==> src/rtl/z3_master_cycle_if.sv <==
// Local DMA request/response and Zorro III bus signals for the master cycle engine.
// master = the cycle engine; slave = the local requester plus the Zorro bus side.
interface z3_master_cycle_if;
    logic        req;
    logic [31:0] addr;
    logic        read;
    logic [1:0]  siz;
    logic [31:0] wdata;
    logic        ack;
    logic        err;
    logic [31:0] rdata;
    logic        BMASTER;
    logic        DTACK_n;
    logic        BERR_n;
    logic [31:0] D_in;
    logic [31:0] Z_A;
    logic        ABOE;
    logic        FCS_n;
    logic        DOE;
    logic [3:0]  DS_n;
    logic        Z_READ;
    logic [31:0] D_out;
    logic        DBOE;

    modport master (
        input  req, addr, read, siz, wdata, BMASTER, DTACK_n, BERR_n, D_in,
        output ack, err, rdata, Z_A, ABOE, FCS_n, DOE, DS_n, Z_READ, D_out, DBOE
    );

    modport slave (
        output req, addr, read, siz, wdata, BMASTER, DTACK_n, BERR_n, D_in,
        input  ack, err, rdata, Z_A, ABOE, FCS_n, DOE, DS_n, Z_READ, D_out, DBOE
    );
endinterface

==> src/rtl/z3_master_cycle.sv <==
// Zorro III bus-master cycle engine: turns one local DMA request into a full
// address/strobe/wait/terminate sequence with timeout and bus-error reporting.
module z3_master_cycle #(
    parameter int unsigned TIMEOUT = 255
) (
    input  logic              CLK,
    input  logic              RST,
    z3_master_cycle_if.master bus
);
    localparam int unsigned CW = (TIMEOUT < 1) ? 1 : $clog2(TIMEOUT + 1);
    localparam logic [CW-1:0] CNT_MAX = {CW{1'b1}};
    localparam logic [CW-1:0] CNT_LIM = CW'(TIMEOUT);

    typedef enum logic [2:0] {
        S_IDLE, S_ADDR, S_STROBE, S_WAIT, S_TERM, S_END
    } state_t;

    state_t        r_state;
    logic [1:0]    r_dtk_sync;
    logic [1:0]    r_be_sync;
    logic [CW-1:0] r_cnt;
    logic [31:0]   r_addr;
    logic          r_read;
    logic [1:0]    r_siz;
    logic [31:0]   r_wdata;
    logic          r_ack;
    logic          r_err;
    logic [31:0]   r_rdata;
    logic          r_aboe;
    logic          r_fcs_n;
    logic          r_doe;
    logic [3:0]    r_ds_n;
    logic          r_zread;
    logic          r_dboe;

    state_t        w_state_nxt;
    logic [CW-1:0] w_cnt_nxt;
    logic [CW-1:0] w_cnt_inc;
    logic          w_capture;
    logic          w_dtk;
    logic          w_be;
    logic          w_timeout;
    logic          w_err_term;
    logic          w_read_sel;
    logic [3:0]    w_ds_mask;
    logic          w_ack_nxt;
    logic          w_err_nxt;
    logic [31:0]   w_rdata_nxt;
    logic          w_aboe_nxt;
    logic          w_fcs_n_nxt;
    logic          w_doe_nxt;
    logic [3:0]    w_ds_n_nxt;
    logic          w_zread_nxt;
    logic          w_dboe_nxt;

    // Active-low byte strobes for lanes off..off+n-1, clipped at lane 3; lane 0 is DS_n[3].
    function automatic logic [3:0] lane_mask(input logic [1:0] off, input logic [1:0] sz);
        logic [2:0] n;
        logic [3:0] m;
        n = (sz == 2'b00) ? 3'd4 : {1'b0, sz};
        m = 4'hF;
        for (int k = 0; k < 4; k++) begin
            if ((3'(k) >= {1'b0, off}) && (3'(k) < ({1'b0, off} + n)))
                m[2'(3 - k)] = 1'b0;
        end
        return m;
    endfunction

    assign w_dtk = ~r_dtk_sync[1];
    assign w_be  = ~r_be_sync[1];

    always_comb begin
        w_state_nxt = r_state;
        w_cnt_nxt   = r_cnt;
        w_capture   = 1'b0;
        w_cnt_inc   = (r_cnt == CNT_MAX) ? r_cnt : r_cnt + CW'(1);
        w_timeout   = (w_cnt_inc >= CNT_LIM);
        w_err_term  = w_be | (w_timeout & ~w_dtk);

        case (r_state)
            S_IDLE: begin
                if (bus.req && bus.BMASTER && !w_be) begin
                    w_state_nxt = S_ADDR;
                    w_capture   = 1'b1;
                end
            end
            S_ADDR: begin
                w_state_nxt = S_STROBE;
                w_cnt_nxt   = '0;
            end
            S_STROBE: w_state_nxt = S_WAIT;
            S_WAIT: begin
                w_cnt_nxt = w_cnt_inc;
                if (w_be || w_dtk || w_timeout)
                    w_state_nxt = S_TERM;
            end
            S_TERM: w_state_nxt = S_END;
            S_END: begin
                if (!w_dtk && !w_be)
                    w_state_nxt = S_IDLE;
            end
            default: w_state_nxt = S_IDLE;
        endcase

        w_read_sel = w_capture ? bus.read : r_read;
        w_ds_mask  = r_read ? 4'h0 : lane_mask(r_addr[1:0], r_siz);

        w_ack_nxt   = 1'b0;
        w_err_nxt   = 1'b0;
        w_rdata_nxt = '0;
        w_aboe_nxt  = 1'b0;
        w_fcs_n_nxt = 1'b1;
        w_doe_nxt   = 1'b0;
        w_ds_n_nxt  = 4'hF;
        w_zread_nxt = 1'b1;
        w_dboe_nxt  = 1'b0;

        // Bus outputs are registered against the state being entered.
        if (w_state_nxt inside {S_ADDR, S_STROBE, S_WAIT, S_TERM}) begin
            w_aboe_nxt  = 1'b1;
            w_zread_nxt = w_read_sel;
        end
        if (w_state_nxt inside {S_STROBE, S_WAIT, S_TERM}) begin
            w_fcs_n_nxt = 1'b0;
            w_doe_nxt   = 1'b1;
            w_dboe_nxt  = ~r_read;
        end
        if (w_state_nxt inside {S_WAIT, S_TERM})
            w_ds_n_nxt = w_ds_mask;
        if (w_state_nxt == S_TERM) begin
            w_ack_nxt   = 1'b1;
            w_err_nxt   = w_err_term;
            w_rdata_nxt = (r_read && !w_err_term) ? bus.D_in : 32'h0;
        end
    end

    always_ff @(posedge CLK) begin
        if (RST) begin
            r_state    <= S_IDLE;
            r_dtk_sync <= 2'b11;
            r_be_sync  <= 2'b11;
            r_cnt      <= '0;
            r_addr     <= '0;
            r_read     <= 1'b1;
            r_siz      <= 2'b00;
            r_wdata    <= '0;
            r_ack      <= 1'b0;
            r_err      <= 1'b0;
            r_rdata    <= '0;
            r_aboe     <= 1'b0;
            r_fcs_n    <= 1'b1;
            r_doe      <= 1'b0;
            r_ds_n     <= 4'hF;
            r_zread    <= 1'b1;
            r_dboe     <= 1'b0;
        end else begin
            r_state    <= w_state_nxt;
            r_dtk_sync <= {r_dtk_sync[0], bus.DTACK_n};
            r_be_sync  <= {r_be_sync[0], bus.BERR_n};
            r_cnt      <= w_cnt_nxt;
            if (w_capture) begin
                r_addr  <= bus.addr;
                r_read  <= bus.read;
                r_siz   <= bus.siz;
                r_wdata <= bus.wdata;
            end
            r_ack      <= w_ack_nxt;
            r_err      <= w_err_nxt;
            r_rdata    <= w_rdata_nxt;
            r_aboe     <= w_aboe_nxt;
            r_fcs_n    <= w_fcs_n_nxt;
            r_doe      <= w_doe_nxt;
            r_ds_n     <= w_ds_n_nxt;
            r_zread    <= w_zread_nxt;
            r_dboe     <= w_dboe_nxt;
        end
    end

    assign bus.ack    = r_ack;
    assign bus.err    = r_err;
    assign bus.rdata  = r_rdata;
    assign bus.Z_A    = r_addr;
    assign bus.ABOE   = r_aboe;
    assign bus.FCS_n  = r_fcs_n;
    assign bus.DOE    = r_doe;
    assign bus.DS_n   = r_ds_n;
    assign bus.Z_READ = r_zread;
    assign bus.D_out  = r_wdata;
    assign bus.DBOE   = r_dboe;
endmodule

==> src/flat_wrapper.sv <==
// flat-port wrapper written by rule: the top's interface ports become plain ports
module z3_master_cycle_flat 
#(
    parameter int unsigned TIMEOUT = 255
)
  (CLK, RST, bus_req, bus_addr, bus_read, bus_siz, bus_wdata, bus_BMASTER, bus_DTACK_n, bus_BERR_n, bus_D_in, bus_ack, bus_err, bus_rdata, bus_Z_A, bus_ABOE, bus_FCS_n, bus_DOE, bus_DS_n, bus_Z_READ, bus_D_out, bus_DBOE);
  z3_master_cycle_if bus_i ();
  input  logic CLK;
  input  logic RST;
  input wire logic [$bits(bus_i.req)-1:0] bus_req;
  input wire logic [$bits(bus_i.addr)-1:0] bus_addr;
  input wire logic [$bits(bus_i.read)-1:0] bus_read;
  input wire logic [$bits(bus_i.siz)-1:0] bus_siz;
  input wire logic [$bits(bus_i.wdata)-1:0] bus_wdata;
  input wire logic [$bits(bus_i.BMASTER)-1:0] bus_BMASTER;
  input wire logic [$bits(bus_i.DTACK_n)-1:0] bus_DTACK_n;
  input wire logic [$bits(bus_i.BERR_n)-1:0] bus_BERR_n;
  input wire logic [$bits(bus_i.D_in)-1:0] bus_D_in;
  output wire logic [$bits(bus_i.ack)-1:0] bus_ack;
  output wire logic [$bits(bus_i.err)-1:0] bus_err;
  output wire logic [$bits(bus_i.rdata)-1:0] bus_rdata;
  output wire logic [$bits(bus_i.Z_A)-1:0] bus_Z_A;
  output wire logic [$bits(bus_i.ABOE)-1:0] bus_ABOE;
  output wire logic [$bits(bus_i.FCS_n)-1:0] bus_FCS_n;
  output wire logic [$bits(bus_i.DOE)-1:0] bus_DOE;
  output wire logic [$bits(bus_i.DS_n)-1:0] bus_DS_n;
  output wire logic [$bits(bus_i.Z_READ)-1:0] bus_Z_READ;
  output wire logic [$bits(bus_i.D_out)-1:0] bus_D_out;
  output wire logic [$bits(bus_i.DBOE)-1:0] bus_DBOE;
  assign bus_i.req = bus_req;
  assign bus_i.addr = bus_addr;
  assign bus_i.read = bus_read;
  assign bus_i.siz = bus_siz;
  assign bus_i.wdata = bus_wdata;
  assign bus_i.BMASTER = bus_BMASTER;
  assign bus_i.DTACK_n = bus_DTACK_n;
  assign bus_i.BERR_n = bus_BERR_n;
  assign bus_i.D_in = bus_D_in;
  assign bus_ack = bus_i.ack;
  assign bus_err = bus_i.err;
  assign bus_rdata = bus_i.rdata;
  assign bus_Z_A = bus_i.Z_A;
  assign bus_ABOE = bus_i.ABOE;
  assign bus_FCS_n = bus_i.FCS_n;
  assign bus_DOE = bus_i.DOE;
  assign bus_DS_n = bus_i.DS_n;
  assign bus_Z_READ = bus_i.Z_READ;
  assign bus_D_out = bus_i.D_out;
  assign bus_DBOE = bus_i.DBOE;
  z3_master_cycle #(.TIMEOUT(TIMEOUT)) u_core (.CLK(CLK), .RST(RST), .bus(bus_i));
endmodule
==> config.mk <==
export PLATFORM = sky130hd
export DESIGN_NAME = z3_master_cycle_flat
export DESIGN_NICKNAME = d
export VERILOG_FILES = /design/src/rtl/z3_master_cycle_if.sv /design/src/rtl/z3_master_cycle.sv /design/src/flat_wrapper.sv
export SDC_FILE = /design/constraint.sdc
export NUM_CORES = 1
export LEC_CHECK = 0
export CAP_MARGIN = 20
export CORE_UTILIZATION = 36
export DETAILED_ROUTE_END_ITERATION = 8
export PLACE_DENSITY_LB_ADDON = 0.1
export RECOVER_POWER = 50
export SLEW_MARGIN = 10
export SYNTH_ARGS = -nofsm -noshare
export SYNTH_HDL_FRONTEND = slang
export SYNTH_SLANG_ARGS = --single-unit
==> constraint.sdc <==
create_clock -name CLK -period 1.8 [get_ports CLK]
set_input_delay 0.36 -clock CLK [delete_from_list [all_inputs] [get_ports CLK]]
set_output_delay 0.36 -clock CLK [all_outputs]
set_load 0.005 [all_outputs]
# After elaboration in Yosys (flattened, before gate mapping)
# Index checks and enable logic that the tools add are counted.
# classes
n_addsub	2
order_cmp	4
eq_ne	10
n_mux	17
bitwise_logic	10
n_reduce_logical	19
# ops
operator	n
$pmux W3 S6	1
$pmux W8 S2	1
$eq A3 B2 Y1 const B	4
$mux W3	4
$eq A3 B3 Y1 const B	3
$mux W1	9
$add A8 B1 Y8 const B	1
$eq A8 B8 Y1 const B	1
$ge A8 B8 Y1 const B	1
$mux W8	1
$not A1 Y1	8
$reduce_or A2 Y1	4
$eq A3 B1 Y1 const B	2
$lt A2 B3 Y1 const A	2
$logic_and A1 B1 Y1	5
$mux W4	1
$reduce_bool A2 Y1	2
$reduce_bool A4 Y1	1
$add A2 B3 Y3	1
$logic_not A3 Y1	1
$reduce_bool A3 Y1	1
$reduce_or A3 Y1	1
$ge A2 B2 Y1 const A	1
$logic_not A2 Y1	1
4 further kinds	5
# word_totals
reg_bits	125
inputBits	105
output_inout_bits	107

# Logic depth before layout (Yosys ltp)
# Gate-level depths: netlist of the first run.
# logic_depth
ltp_word	10
ltp_mapped	7
ltp_nobuf	6

# Worst setup path after synthesis of the first run
# Ideal clock, no wire load.
# synth_timing
path_kind	register to register
startpoint	register u_core.r_siz[0]
endpoint	register u_core.r_ds_n[1] (netlist: u_core.bus.DS_n[1])
t_arrival_ns	1.681
t_required_ns	1.721
path_slack_ns	0.040
path_stages_with_launch	8
cell_sequence	dfxtp_1 > clkbuf_1 > ha_1 > fa_1 > o21ai_0 > or3b_2 > a21o_1 > o211ai_1
# synth_via
elab_chain_len	7
# synth_lines
element	line_no	text
start, declared	z3_master_cycle.sv:24	logic [1:0] r_siz;
start signal, assigned	z3_master_cycle.sv:164	r_siz <= bus.siz;
$logic_not A2 Y1	z3_master_cycle.sv:60	n = (sz == 2'b00) ? 3'd4 : {1'b0, sz};
$mux W3 (*)	z3_master_cycle.sv:60	
$add A2 B3 Y3 (*)	-	
$lt A2 B3 Y1 (*)	z3_master_cycle.sv:63	if ((3'(k) >= {1'b0, off}) && (3'(k) < ({1'b0, off} + n)))
$logic_and A1 B1 Y1 (*)	z3_master_cycle.sv:63	
$mux W1 (*)	z3_master_cycle.sv:63	
$mux W4 (*)	z3_master_cycle.sv:106	w_ds_mask = r_read ? 4'h0 : lane_mask(r_addr[1:0], r_siz);
end signal, assigned	z3_master_cycle.sv:173	r_ds_n <= w_ds_n_nxt;
end, declared	z3_master_cycle.sv:32	logic [3:0] r_ds_n;
# Mark *: on every way between the ends. The rest lies on a longest branch, timed or not.
# A chain may end at the register's enable or synchronous reset.

# Worst setup path after layout of the first run
# layout_timing
startpoint	register u_core.r_addr[1] (netlist: u_core.bus.Z_A[1])
endpoint	output port bus_Z_A[1]
# layout_rtl
element	line_no	text
start, declared	z3_master_cycle.sv:22	logic [31:0] r_addr;
start signal, assigned	z3_master_cycle.sv:162	r_addr <= bus.addr;
end, declared	flat_wrapper.sv:22	output wire logic [$bits(bus_i.Z_A)-1:0] bus_Z_A;
# No word-level cell between the ends.

==> impl_metrics.toml, run 1 <==
[clock_tree]
cts_buffer_depth = 2
clockRootBuffer = "clkbuf_16"
clk_latency_ns = 0.41
cts_setup_buffers = 0
cts_inserted_buffers = 17
cts_htree_levels = 4
clk_pin_slew_ns = 0.05
cts.sinks = 124
cts_tree = "built"

[global_route]
use_met1_pct = 22.1
use_met2_pct = 33.9
globalRouteOverflowTotal = 0
antenna_found_initial = 0
grt_usage_pct = 20.1
grt_pass1_wl_mm = 19.4
grt_max_degree = 53
gr-max-usage-layer = "met2"
grt_pass1_vias = 3922
met3_usage_pct = 8.44

[placement]
gp_congestion = 0.720
pre_cts_slack_ns = -0.196
dp_cells = 826
postPlaceCellArea_um2 = 6630
port-buffer-count = 211
hpwlAfterDp_mm = 8.54

[routing]
detail_route.iter0.violations = 152
wl_per_cell_um = 14.1
vias = 4094
totalWireLength_mm = 12.1
drc = 20
drtPass1Iterations = 7
ant_nets = 0
viasPerCell = 4.78

[die]
dieHeight_um = 112
io_pins = 212
initial_core_util_pct = 37.4
coreArea_um2 = 11600
die-area_um2 = 12500
die_w_um = 112
rows = 39

[layout]
finish.instance_area_um2 = 7260
nets = 810
layout_commonest_cell = "nand2_1"
instances_no_fill = 856
diodes = 0
areaGrowthSynthToFinish_pct = 67.6
fillers = 993
final_util_pct = 62.8
drive_gt1_share_pct = 9.12
final_cell_mix = "nand2_1, dfxtp_1, clkdlybuf4s50_1"

[worst_hold_path]
hp-start = "RST"
hp-class = "input port to flip-flop"
hold_end = "u_core.r_state[2]$_SDFF_PP0_"
whs_path_depth = 2

[pwr]
p_leak_uw = 0.00298
worst_ir_drop_vdd_uv = 651
power_density_nw_per_um2 = 1050

[timing]
max_slew_margin_pct = 65.1
post-route-min-period_ns = 1.74
rsz0062_at_grt = "false"
skew_ns = 0.00636
fin_tns_setup_ns = 0
fmax_mhz = 574
tightest_slew_ns = 0.523
setup_viol = 0
maxSlewViolCount = 0
worst_slack_ns = 0.0589
fin_crit_sh_pct = 96.7
finalHoldViolCount = 0

[logic_synthesis]
synth_nets = 594
ys_ff_latch = 124
synth_edf_count = 0
ys_types = 47
syn_area_um2 = 4330
yosysWarningCount = 0
synthFlopType = "dfxtp_1"
seq_area_frac_synth_pct = 57.3
syn_inst = 486
syn_avg_cell_area_um2 = 8.91
async_flop_share_pct = 0

[setup_path]
r2r_start = "u_core.r_cnt[1]$_SDFFE_PP0P_"
critPathArrivalTime_ns = 1.38
crit_path_end_kind = "primary output"
critPathLaunchType = "flip-flop"
reg2reg_depth = 5
reg2reg_setup_slack_ns = 0.11
crit_required_ns = 1.44
r2r-end = "u_core.r_state[0]$_SDFF_PP0_"
path_class = "flip-flop to primary output"
cp_max_fo = 3

[job]
cap_violations = 0

[outcome]
failed_checks = "DRC"
status = "complete, but fails checks"
worst max-delay path by stage:
stage / end / startpoint / slack [ns]
final: bus_Z_A[1] / u_core.bus.Z_A[1]$_SDFFE_PP0P_ / 0.06
after detailed placement: u_core.bus.Z_A[29]$_SDFFE_PP0P_ / bus_BMASTER / -0.20
after global placement: u_core.bus.Z_A[17]$_SDFFE_PP0P_ / bus_req / -0.13
after floorplan: u_core.bus.DS_n[1]$_SDFF_PP1_ / u_core.r_siz[0]$_SDFFE_PP0P_ / 0.04
after CTS: bus_Z_A[0] / u_core.bus.Z_A[0]$_SDFFE_PP0P_ / 0.001
after global routing: bus_Z_A[1] / u_core.bus.Z_A[1]$_SDFFE_PP0P_ / 0.004
per-stage QoR:
| step | total power, µW | hold WS (ns) |
|---|---|---|
| floorplan | 3560 | 0.389 |
| finish | 7620 | 0.341 |
| global route | 7970 | 0.367 |
| global placement | 4210 | 0.395 |
| detailed placement | 4230 | 0.394 |
| CTS | 7770 | 0.201 |
worst max-delay path: stages (launching register included):
cell and delay (ns):
dfxtp_2 0.34, buf_4 0.12, clkdlybuf4s50_1 0.51
routing by layer:
metal	vias to the layer above	part of all wire (%)
met2	154	49
met4	0	1.3
met5	-	0
met3	13	9.2
met1	1888	40
li1	2039	-
synth_stat cells, types with 5 or more instances:
cell / count / area [µm²]
dfxtp_1: 124 / 2480
nor2_1: 5 / 18.8
clkbuf_1: 20 / 75.1
a21oi_1: 77 / 385
and2_1: 33 / 206
o21ai_0: 6 / 30.0
a211oi_1: 5 / 37.5
nand2_1: 141 / 529
nand2b_1: 6 / 37.5
buf_4: 5 / 37.5
timing repair:
| item | in CTS | in global routing |
|---|---|---|
| endpoints found under the setup margin | 1 | 17 |
| hold buffers | 0 | 0 |
| resized for setup | 1 | 9 |
cells by family (layout without fill, tap and decap cells):
logic type	after synthesis	count (layout)	synth area share, %
mux	2	2	0.491
buf+inv	40	267	4.80
compound gates	104	104	13.3
fa+ha+maj	3	3	1.04
flops	124	124	57.3
simple gates	213	213	23.0
state kept, by name, summed over array words and instances (netlist names), 2 cells and up:
name               flops
u_core.r_dtk_sync      2
u_core.bus.Z_A        32
u_core.r_state         3
u_core.r_cnt           8
u_core.bus.rdata      32
u_core.bus.D_out      32
u_core.bus.DS_n        3
u_core.r_be_sync       2
u_core.r_siz           2
cell type report:
type	instances	area, µm²	share of cell area, %
Clock buffer	23	508	7.00
Clock inverter	7	110	1.52
Inverter	4	15.0	0.207
Multi-Input combinational cell	322	1660	22.9
Sequential cell	124	2480	34.2
Tap cell	143	179	2.47
Timing Repair Buffer	233	2300	31.6
power by group:
| part | switching [µW] | internal, µW | total (µW) |
|---|---|---|---|
| Combinational | 486 | 599 | 1080 |
| Clock | 1130 | 2370 | 3500 |
| Sequential | 112 | 2920 | 3030 |
| Total | 1730 | 5890 | 7620 |
No activity file was read; power rests on OpenSTA's default activity.
==> run 2: changes to the inputs <==
Settings changed: CORE_UTILIZATION 36 to 40, MAX_ROUTING_LAYER from default to met4.
Clock period 1.8 ns to 1.95 ns, I/O delays scaled along.
==> run 2 against run 1 <==
Count of clock-buffer cells in the layout decreased by 5. Cell count decreased by 1.9%. Power decreased by 7.3%. Wire length about the same. Clock skew increased by 0.0027 ns. Register-to-register slack improved by 0.02 ns. Worst hold slack got worse by 0.099 ns. Non-clock buffer count decreased by 10. Cell area decreased by 1.2%. Global-route usage increased by 2.0 points. Largest power group unchanged. The run now ends clean. Via count decreased by 1.6%. Flip-flop and latch count unchanged.
==> impl_metrics.toml, run 2 (synthesized netlist as in run 1, its figures left out) <==
[die]
die-area_um2 = 11200
rows = 37
dieHeight_um = 106
coreArea_um2 = 10400
die_w_um = 106
io_pins = 212
initial_core_util_pct = 41.6

[clock_tree]
cts_buffer_depth = 2
clockRootBuffer = "clkbuf_8"
clk_latency_ns = 0.50
cts.sinks = 124
clk_pin_slew_ns = 0.06
cts_tree = "built"
cts_hold_buf = 0
cts_inserted_buffers = 17
cts_htree_levels = 4

[setup_path]
path_class = "flip-flop to primary output"
crit_required_ns = 1.56
critPathLaunchType = "flip-flop"
crit_path_end_kind = "primary output"
critPathArrivalTime_ns = 1.49
cp_max_fo = 3

[worst_hold_path]
hp-class = "input port to flip-flop"

[job]
cap_violations = 0

[routing]
ant_nets = 0
wl_met1_mm = 5.12
drtPass1Iterations = 4
vias = 4028
wl_met3_um = 832
detail_route.iter0.violations = 167
wl_per_cell_um = 14.4
totalWireLength_mm = 12.1
drc = 0
routed-wl-met2_mm = 6.03
top_layer = "met4"
viasPerCell = 4.80

[timing]
fmax_mhz = 532
whs_ns = 0.242
fin_crit_sh_pct = 96.3
rsz0062_at_grt = "false"
skew_ns = 0.00909
worst_slack_ns = 0.0716
tightest_slew_ns = 0.584
max_slew_margin_pct = 61.0
setup_viol = 0
finalHoldViolCount = 0
post-route-min-period_ns = 1.88
maxSlewViolCount = 0

[layout]
areaGrowthSynthToFinish_pct = 65.6
nets = 800
drive_gt1_share_pct = 7.53
layout_commonest_cell = "clkdlybuf4s50_1"
fillers = 846
final_cell_mix = "clkdlybuf4s50_1, nand2_1, dfxtp_1"
diodes = 0

[pwr]
power_density_nw_per_um2 = 985
p_leak_uw = 0.00272
worst_ir_drop_vdd_uv = 542

[global_route]
globalRouteOverflowTotal = 0
grt_usage_pct = 22.1
grt_pass1_vias = 3828
grt_max_degree = 48
antenna_found_initial = 0
grt_pass1_wl_mm = 18.7

[placement]
pre_cts_slack_ns = -0.101
hpwlAfterDp_mm = 8.66
port-buffer-count = 211
gp_congestion = 0.799

[outcome]
status = "finished clean"
==> run 2: cell types whose count changed in the layout (fill, tap and decap cells not counted), sizes merged <==
cell | previous run | this run
clkinv | 4 | 3
clkinvlp | 0 | 4
bufinv | 3 | 4
clkbuf | 29 | 20
clkdlybuf4s50 | 114 | 179
buf | 18 | 11
inv | 4 | 6
dlygate4sd3 | 95 | 31
==> run 2: report_power, final <==
group / internal (µW) / leakage (µW) / total (µW) / switching, µW
Clock: 2110 / 0.000290 / 3240 / 1130
Combinational: 581 / 0.00142 / 1010 / 430
Sequential: 2690 / 0.00101 / 2810 / 119
Total: 5380 / 0.00272 / 7060 / 1680
==> run 2: worst max-delay path, stage by stage (launching register included) <==
cell,delay (ns)
dfxtp_1,0.34
buf_4,0.12
clkdlybuf4s50_1,0.53
==> run 2: final cells by class <==
class	instances	area, µm²	share of cell area, %
inverter	4	15.0	0.209
timing repair buffer	223	2240	31.2
sequential	124	2480	34.6
clock buffer	18	428	5.97
multi-input combinational	322	1640	22.9
clock inverter	13	190	2.65
tap	136	170	2.37
==> run 2: final timing paths <==
check | end | slack [ns] | startpoint | cells after the start
setup reg to reg | u_core.r_state[0]$_SDFF_PP0_ | 0.13 | u_core.r_cnt[0]$_SDFFE_PP0P_ | 5
setup / recovery | bus_Z_A[0] | 0.07 | u_core.bus.Z_A[0]$_SDFFE_PP0P_ | 2
hold reg to reg | u_core.r_be_sync[1]$_SDFF_PP1_ | 0.41 | u_core.r_be_sync[0]$_SDFF_PP1_ | 1
hold / removal | u_core.bus.DS_n[0]$_SDFF_PP1_ | 0.24 | RST | 3
==> run 2: metrics by stage <==
step	utilization (%)	cells	TNS [ns]	area, µm²	power (µW)
after floorplan	-	486	0	4330	3290
after global placement	63.0	809	-0.00432	6560	3870
after detailed placement	63.0	809	-1.96	6560	3900
after CTS	68.9	840	0	7180	7160
after global routing	68.8	840	0	7170	7370
final	68.8	840	0	7170	7060
==> run 2: routing by layer <==
layer	vias to the layer above	track usage [%]
li1	2018	-
met1	1846	25.4
met2	155	37.2
met3	9	5.64
met4	0	8.33
met5	-	-
==> run 2: timing repair <==
| action | in CTS | in global routing |
|---|---|---|
| gates resized for setup | 0 | 1 |
| setup buffers | 0 | 0 |
| setup endpoints to repair | 0 | 1 |
==> run 3: changes to the inputs <==
Settings changed: CTS_CLUSTER_DIAMETER from default to 120, TNS_END_PERCENT from default to 5.
Clock period 1.95 ns to 2 ns, I/O delays scaled along.
==> run 3 against run 2 <==
Worst hold slack better by 0.0012 ns. Worst setup slack better by 0.025 ns. Register-to-register slack worse by 0.03 ns. Critical path depth up 3. Cell count up 0.24%. Critical path type is now flip-flop to flip-flop. Largest cell class unchanged.
==> impl_metrics.toml, run 3 (synthesized netlist as in run 1, its figures left out) <==
[placement]
port-buffer-count = 211
pre_cts_slack_ns = 0.00130
gp_congestion = 0.800
hpwlAfterDp_mm = 8.80

[routing]
drtPass1Iterations = 5
totalWireLength_mm = 12.4
wl_per_cell_um = 14.7
ant_nets = 0
drc = 0
viasPerCell = 4.80
detail_route.iter0.violations = 142
vias = 4038

[layout]
fillers = 891
diodes = 0
seqCellArea_um2 = 2480
drive_gt1_share_pct = 7.22
layout_commonest_cell = "clkdlybuf4s50_1"
nets = 801
areaGrowthSynthToFinish_pct = 64.1
multi_input_area_um2 = 1650
final_cell_mix = "clkdlybuf4s50_1, nand2_1, dfxtp_1"
final_util_pct = 68.2

[timing]
post-route-min-period_ns = 1.90
whs_ns = 0.243
finalHoldViolCount = 0
worst_slack_ns = 0.0970
skew_ns = 0.0102
fmax_mhz = 525
tightest_slew_ns = 0.947
fin_tns_setup_ns = 0
max_slew_margin_pct = 36.9
maxSlewViolCount = 0
setup_viol = 0
rsz0062_at_grt = "false"
fin_crit_sh_pct = 95.2

[setup_path]
crit_buf_inv = 0
critPathLaunchType = "flip-flop"
critPathArrivalTime_ns = 2.28
cp_top_family = "simple AND/OR/NAND/NOR gates"
cp_slowest_cell = "or3_4"
cpPeakStageDelay_ns = 0.40
crit_path_end_kind = "flip-flop"
crit_required_ns = 2.38
path_class = "flip-flop to flip-flop"
path_cells = "ha_1, and4_1, a21oi_1, or3_4, o311a_1"
cp_max_fo = 6

[global_route]
grt_usage_pct = 22.9
grt_pass1_wl_mm = 19.5
grt_pass1_vias = 3866
grt_max_degree = 62
antenna_found_initial = 0
globalRouteOverflowTotal = 0

[clock_tree]
cts_inserted_buffers = 17
cts_hold_buf = 0
cts_setup_buffers = 0
cts_htree_levels = 4
cts.sinks = 124
clockRootBuffer = "clkbuf_8"
clk_latency_ns = 0.49
cts_tree = "built"
clk_pin_slew_ns = 0.06
ctsResizeCount = 0
cts_buffer_depth = 2

[die]
io_pins = 212
die-area_um2 = 11200
rows = 37
initial_core_util_pct = 41.6
coreArea_um2 = 10400
dieHeight_um = 106
die_w_um = 106

[worst_hold_path]
hp-class = "input port to flip-flop"

[pwr]
power_density_nw_per_um2 = 950
p_leak_uw = 0.00270
worst_ir_drop_vdd_uv = 703

[job]
cap_violations = 0

[outcome]
status = "finished clean"
## run 3: changes by cell type in the layout (fill, tap and decap cells not counted), moves of 2 or more
| cell | previous run | this run |
|---|---|---|
| buf_12 | 4 | 1 |
| clkbuf_2 | 0 | 2 |
| buf_4 | 6 | 4 |
| clkinv_4 | 2 | 4 |
| clkbuf_1 | 2 | 6 |
## run 3: worst reg2reg max path, delay by kind of cell (launching register included)
| family | cells | cell delay [ns] |
|---|---|---|
| AO/OA/AOI/OAI | 2 | 0.40 |
| adder cells (fa/ha/maj) | 1 | 0.30 |
| flip-flops | 1 | 0.39 |
| AND/OR/NAND/NOR | 2 | 0.70 |
## run 3: where the power goes
part           internal, µW  switching, µW  leakage (µW)  total [µW]
registers              2630            118       0.00101        2740
clock network          1940           1090      0.000284        3020
logic                   555            427       0.00141         981
## run 3: cell type report
class	count	share of cell area [%]
Clock buffer	19	6.08
Clock inverter	13	2.34
Timing Repair Buffer	224	30.9
Multi-Input combinational cell	322	23.2
Sequential cell	124	34.9
Tap cell	136	2.39
Inverter	4	0.211
## run 3: worst paths after layout
check / start / end / slack (ns) / cells after the start
max reg2reg: u_core.r_cnt[0]$_SDFFE_PP0P_ / u_core.r_state[0]$_SDFF_PP0_ / 0.1 / 5
min: RST / u_core.r_cnt[0]$_SDFFE_PP0P_ / 0.24 / 2
max: u_core.r_cnt[0]$_SDFFE_PP0P_ / u_core.r_state[0]$_SDFF_PP0_ / 0.1 / 5
min reg2reg: u_core.r_dtk_sync[0]$_SDFF_PP1_ / u_core.r_dtk_sync[1]$_SDFF_PP1_ / 0.41 / 1
## run 3: through the flow
stage	cells	area [µm²]	total power (µW)
2_1_floorplan	486	4330	3200
3_3_place_gp	810	6560	3780
3_5_place_dp	810	6560	3820
4_1_cts	842	7150	6860
5_1_grt	842	7110	7050
6_report	842	7110	6750
## run 3: routing by layer
| metal | wire length, µm | global-route usage (%) | up-vias |
|---|---|---|---|
| li1 | - | - | 2013 |
| met3 | 595 | 5.15 | 8 |
| met1 | 5350 | 26.7 | 1866 |
| met4 | 127 | 7.44 | 0 |
| met2 | 6320 | 39.2 | 151 |
| met5 | 0 | - | - |
